## config.mk

```make
export PLATFORM = sky130hd
export DESIGN_NAME = xs3_bcd_codec_flat
export DESIGN_NICKNAME = d
export VERILOG_FILES = /design/src/rtl/xs3_bcd_codec_if.sv /design/src/rtl/xs3_bcd_codec.sv /design/src/flat_wrapper.sv
export SDC_FILE = /design/constraint.sdc
export NUM_CORES = 1
export LEC_CHECK = 0
export ABC_AREA = 1
export BUFFER_PORTS_ARGS = -buffer_cell sky130_fd_sc_hd__buf_2
export CELL_PAD_IN_SITES_DETAIL_PLACEMENT = 0
export CELL_PAD_IN_SITES_GLOBAL_PLACEMENT = 1
export CORE_AREA = 5 5 79 81
export DETAILED_ROUTE_END_ITERATION = 7
export DIE_AREA = 0 0 84 86
export PLACE_DENSITY = 0.82
export SYNTH_ARGS = -nofsm -noshare
export SYNTH_HDL_FRONTEND = slang
export SYNTH_SLANG_ARGS = --single-unit
export TNS_END_PERCENT = 50
```

## constraint.sdc

```tcl
create_clock -name clk -period 2.1 [get_ports clk]
set_input_delay 0.42 -clock clk [delete_from_list [all_inputs] [get_ports clk]]
set_output_delay 0.42 -clock clk [all_outputs]
set_load 0.01 [all_outputs]
```

## src/rtl/xs3_bcd_codec_if.sv

```systemverilog
// Handshake bundle for xs3_bcd_codec: word input channel and result output channel.
// The producer/consumer side uses master; the codec uses slave.
interface xs3_bcd_codec_if #(
    parameter int DIGITS = 4
);
    logic                  in_valid;
    logic                  in_ready;
    logic                  in_mode;
    logic [4*DIGITS-1:0]   in_data;
    logic                  out_valid;
    logic                  out_ready;
    logic [4*DIGITS-1:0]   out_data;
    logic [DIGITS-1:0]     out_err_mask;
    logic                  out_err;

    modport master (
        output in_valid, in_mode, in_data, out_ready,
        input  in_ready, out_valid, out_data, out_err_mask, out_err
    );

    modport slave (
        input  in_valid, in_mode, in_data, out_ready,
        output in_ready, out_valid, out_data, out_err_mask, out_err
    );
endinterface

```

## src/rtl/xs3_bcd_codec.sv

```systemverilog
// Digit-serial excess-3 <-> BCD converter with per-digit invalid-code flags.
// state | meaning
// IDLE  | ready for a word; in_ready high
// CONV  | converting digit idx of the latched word, LSD first
// DONE  | result held with out_valid until out_ready
module xs3_bcd_codec #(
    parameter int DIGITS = 4
) (
    input  logic               clk,
    input  logic               rst,
    xs3_bcd_codec_if.slave     bus
);
    localparam int IW = (DIGITS > 1) ? $clog2(DIGITS) : 1;
    localparam logic [IW-1:0] LAST = IW'(DIGITS - 1);

    typedef enum logic [1:0] {IDLE, CONV, DONE} state_t;

    state_t                state_q, state_d;
    logic [IW-1:0]         idx_q;
    logic                  mode_q;
    logic [4*DIGITS-1:0]   data_q;
    logic [4*DIGITS-1:0]   res_q;
    logic [DIGITS-1:0]     err_q;
    logic                  out_valid_q;

    logic                  accept;
    logic                  conv_en;
    logic                  release_word;
    logic                  ready_c;
    logic [3:0]            cur_dig;
    logic [3:0]            res_dig;
    logic                  dig_ok;

    always_ff @(posedge clk or posedge rst) begin
        if (rst) state_q <= IDLE;
        else     state_q <= state_d;
    end

    always_comb begin
        state_d = state_q;
        case (state_q)
            IDLE:    if (bus.in_valid)   state_d = CONV;
            CONV:    if (idx_q == LAST)  state_d = DONE;
            DONE:    if (bus.out_ready)  state_d = IDLE;
            default:                     state_d = IDLE;
        endcase
    end

    always_comb begin
        ready_c      = (state_q == IDLE);
        accept       = ready_c && bus.in_valid;
        conv_en      = (state_q == CONV);
        release_word = (state_q == DONE) && bus.out_ready;
    end

    always_comb begin
        cur_dig = 4'h0;
        for (int i = 0; i < DIGITS; i++) begin
            if (idx_q == IW'(i)) cur_dig = data_q[4*i +: 4];
        end
    end

    // Out-of-range codes map to 4'hF so a bad digit never aliases a legal one.
    always_comb begin
        if (!mode_q) begin
            dig_ok  = (cur_dig >= 4'h3) && (cur_dig <= 4'hC);
            res_dig = cur_dig - 4'h3;
        end else begin
            dig_ok  = (cur_dig <= 4'h9);
            res_dig = cur_dig + 4'h3;
        end
        if (!dig_ok) res_dig = 4'hF;
    end

    always_ff @(posedge clk or posedge rst) begin
        if (rst) begin
            idx_q       <= '0;
            mode_q      <= 1'b0;
            data_q      <= '0;
            res_q       <= '0;
            err_q       <= '0;
            out_valid_q <= 1'b0;
        end else if (accept) begin
            data_q <= bus.in_data;
            mode_q <= bus.in_mode;
            res_q  <= '0;
            err_q  <= '0;
            idx_q  <= '0;
        end else if (conv_en) begin
            for (int i = 0; i < DIGITS; i++) begin
                if (idx_q == IW'(i)) begin
                    res_q[4*i +: 4] <= res_dig;
                    err_q[i]        <= ~dig_ok;
                end
            end
            idx_q <= idx_q + IW'(1);
            if (idx_q == LAST) out_valid_q <= 1'b1;
        end else if (release_word) begin
            out_valid_q <= 1'b0;
        end
    end

    assign bus.in_ready     = ready_c;
    assign bus.out_valid    = out_valid_q;
    assign bus.out_data     = res_q;
    assign bus.out_err_mask = err_q;
    assign bus.out_err      = |err_q;
endmodule

```

## src/flat_wrapper.sv

```systemverilog
// flat-port wrapper written by rule: the top's interface ports become plain ports
module xs3_bcd_codec_flat 
#(
    parameter int DIGITS = 4
)
  (clk, rst, bus_in_valid, bus_in_mode, bus_in_data, bus_out_ready, bus_in_ready, bus_out_valid, bus_out_data, bus_out_err_mask, bus_out_err);
  xs3_bcd_codec_if #(.DIGITS(DIGITS)) bus_i ();
  input  logic clk;
  input  logic rst;
  input wire logic [$bits(bus_i.in_valid)-1:0] bus_in_valid;
  input wire logic [$bits(bus_i.in_mode)-1:0] bus_in_mode;
  input wire logic [$bits(bus_i.in_data)-1:0] bus_in_data;
  input wire logic [$bits(bus_i.out_ready)-1:0] bus_out_ready;
  output wire logic [$bits(bus_i.in_ready)-1:0] bus_in_ready;
  output wire logic [$bits(bus_i.out_valid)-1:0] bus_out_valid;
  output wire logic [$bits(bus_i.out_data)-1:0] bus_out_data;
  output wire logic [$bits(bus_i.out_err_mask)-1:0] bus_out_err_mask;
  output wire logic [$bits(bus_i.out_err)-1:0] bus_out_err;
  assign bus_i.in_valid = bus_in_valid;
  assign bus_i.in_mode = bus_in_mode;
  assign bus_i.in_data = bus_in_data;
  assign bus_i.out_ready = bus_out_ready;
  assign bus_in_ready = bus_i.in_ready;
  assign bus_out_valid = bus_i.out_valid;
  assign bus_out_data = bus_i.out_data;
  assign bus_out_err_mask = bus_i.out_err_mask;
  assign bus_out_err = bus_i.out_err;
  xs3_bcd_codec #(.DIGITS(DIGITS)) u_core (.clk(clk), .rst(rst), .bus(bus_i));
endmodule
```

==> flow_summary.yaml <==
run_status:
  status: "finished clean"
setup_path:
  cp-end-kind: "flop"
  start_kind: "flop"
  reg2reg_slack_ps: 180
  cpMostUsedCell: "nand2_1"
  crit_end: "u_core.bus.out_data[6]"
  r2r-start: "u_core.idx_q[0]"
  r2r-end: "u_core.bus.out_data[6]"
  critPathTopFamily: "simple AND/OR/NAND/NOR gates"
  crit_buf_inv: 2
  worst-setup-path-type: "flop to flop"
  path_depth: 13
  cp.arrival_ps: 2110
  critPathLaunch: "u_core.idx_q[0]"
  reg2reg_depth: 13
  worstPathCellList: "inv_4 -> ha_4 -> inv_2 -> nor2_2 -> nor2_2 -> a21oi_2 -> nand2_2 -> nand2_1 -> nand3_2 -> nand3_4 -> o21ai_2 -> nand2_1 -> nand2_1"
  worstPathRequired_ps: 2290
  cpPeakStageDelay_ps: 490
  cp_max_fo: 7
  cpMaxStageDelayCell: "dfrtp_2"
global_route:
  grt_use_total_pct: 13.43
  antenna_found_initial: 0
  grt_overflow: 0
  grt_pass1_wl_um: 7803
  grt_max_degree: 43
  first_global_vias: 1668
place:
  dpl.hpwl_um: 3280
  placed_cell_area_mm2: 0.002338
  gp_congestion: 0.7942
  port_buffers: 43
  dp_cells: 373
route:
  wirelength_um: 4514
  num_vias: 1720
  drtPass1Iterations: 4
  drt_iter0_drc: 96
  drc_errors: 0
  vias_per_cell: 4.514
  wl_per_cell_um: 11.85
  postRouteAntennaNets: 0
clock_tree:
  clock_latency_ps: 300
  cts_tree: "built"
  clock_sinks: 42
  post-cts-setup-buffer-count: 0
  path_clk_slew_ps: 80
  cts_buffer_depth: 2
  clockRootBuffer: "clkbuf_8"
  htree_num_levels: 2
  cts_buffers: 5
sta:
  hold_violations: 0
  fin_crit_ps: 1923
  relSlewSlack_pct: 65.28
  finalClockSkew_ps: 4.774
  fin_setup_tns_ps: 0
  setup_viol: 0
  max_slew.worst_pin.slew_ps: 520.8
  fmax_mhz: 520.1
  final_max_slew_viol_count: 0
  holdWs_ps: 244.3
  min_period_over_period_pct: 91.56
layout:
  fin_cells: 381
  syn2layout_area_growth_pct: 23.43
  final_area_mm2: 0.002511
  diodes: 0
  ff_latch_area_mm2: 0.001054
  fillers: 569
  finalNetCount: 333
  multi_input_area_um2: 953.4
  drive_gt1_share_pct: 26.54
synthesis:
  ys_seq_area_share_pct: 51.66
  synth_warnings: 0
  syn-num-nets: 285
  syn_area_mm2: 0.002034
  synthCells: 260
  ys_types: 21
  syn_area_per_cell_um2: 7.825
  ys_ff_latch: 42
run:
  maxCapViolCount: 0
floorplan:
  core_area_mm2: 0.005405
  die-area_mm2: 0.007224
  rows: 27
  die_h_um: 86
  start_util_pct: 37.64
  io_pins: 44
  die_x_um: 84
power:
  fin_total_pwr_uw: 4673
  powerDensity_mw_per_mm2: 1861
  ir_drop_v: 0.0005769
  leakage_uw: 0.001370
worst_hold_path:
  hp-class: "input pin to async pin"
==> state kept, by name (all words and copies together), names as in the netlist <==
name	flops
u_core.bus.out_data	16
u_core.data_q	16
u_core.bus.out_err_mask	4
u_core.idx_q	2
u_core.state_q	2
u_core.bus.out_valid	1
u_core.mode_q	1
==> metal layers <==
| layer | vias to the layer above | global-route usage [%] | wire [µm] | share of wire [%] |
|---|---|---|---|---|
| met2 | 45 | 21.40 | 2034 | 45 |
| met5 | - | 0 | 0 | 0 |
| met4 | 0 | 5.263 | 70 | 1.6 |
| met1 | 767 | 17.24 | 2118 | 47 |
| met3 | 7 | 3.939 | 290 | 6.4 |
| li1 | 901 | - | - | - |
==> synthesized netlist by cell type <==
master    instances  share of area (%)
inv_2             2               0.37
o21ai_1           1               0.25
a22o_1            1               0.43
a21oi_2           2               0.86
nor2_1            8                1.5
nand2_2           6                1.8
dfrtp_1          42                 52
o21ai_2           3                1.3
nand3_4           1               0.86
a21oi_1           6                1.5
or4_1             1               0.37
nand3_1          13                3.2
ha_1              4                2.5
nor2_2            2               0.61
clkbuf_1          3               0.55
buf_2             1               0.25
inv_1            20                3.7
buf_4             1               0.37
nand2_1         129                 24
o21ai_0          11                2.7
nand3_2           3                1.5
==> stage by stage <==
step                      util (%)  setup WS (ps)
after global placement       43.26          90.26
after detailed placement     43.26          77.84
after floorplan                  -          375.7
after global routing         46.46        -0.6248
final                        46.46          177.2
after CTS                    44.95          54.37
==> tightest hold or removal path: cells and delay by family <==
| kind | cells | cell delay, ps |
|---|---|---|
| buffers and inverters | 3 | 570 |
==> power by group <==
part / switching (µW) / leakage [µW] / internal, µW
registers: 258 / 0.000510 / 1230
clock network: 272 / 0.0000482 / 265
logic: 1680 / 0.000812 / 970
total: 2210 / 0.00137 / 2460
==> area by class of cell <==
type                       count  share of cell area (%)
clock buffer                   7                   3.438
clock inverter                 1                  0.1993
inverter                      22                   3.388
multi-input combinational    191                   37.97
sequential                    42                   41.95
tap                           72                   3.587
timing repair buffer          46                   9.467
==> cell families (layout without fill, tap and decap cells) <==
logic type	after synthesis	after routing	share of synthesized area, %
AND/OR/NAND/NOR	163	163	33.64
AO/OA/AOI/OAI	24	24	7.011
buffers and inverters	27	76	5.227
adder cells (fa/ha/maj)	4	4	2.460
flip-flops	42	42	51.66
==> layout by cell type, fill, tap and decap left out, drive strengths merged <==
cell type  count
a21oi          8
a22o           1
buf           46
clkbuf         7
clkinv         1
dfrtp         42
ha             4
inv           22
nand2        135
nand3         17
nor2          10
o21ai         15
or4            1
==> how the worst min path moves through the flow <==
stage	from	to	slack [ps]	cells past startpoint
3_3_place_gp	u_core.bus.out_data[0]	u_core.bus.out_data[0]	460	2
6_report	rst	u_core.bus.out_data[1]	240	3
3_5_place_dp	u_core.bus.out_data[2]	u_core.bus.out_data[2]	460	2
5_1_grt	rst	u_core.bus.out_data[0]	310	3
2_1_floorplan	u_core.data_q[14]	u_core.data_q[14]	450	2
4_1_cts	rst	u_core.bus.out_data[1]	250	3
==> repair_timing <==
item,CTS,global route
gates resized for setup,0,18
hold buffers,0,0
endpoints found under the setup margin,0,16
Note: power is estimated with default switching activity, not from simulation.
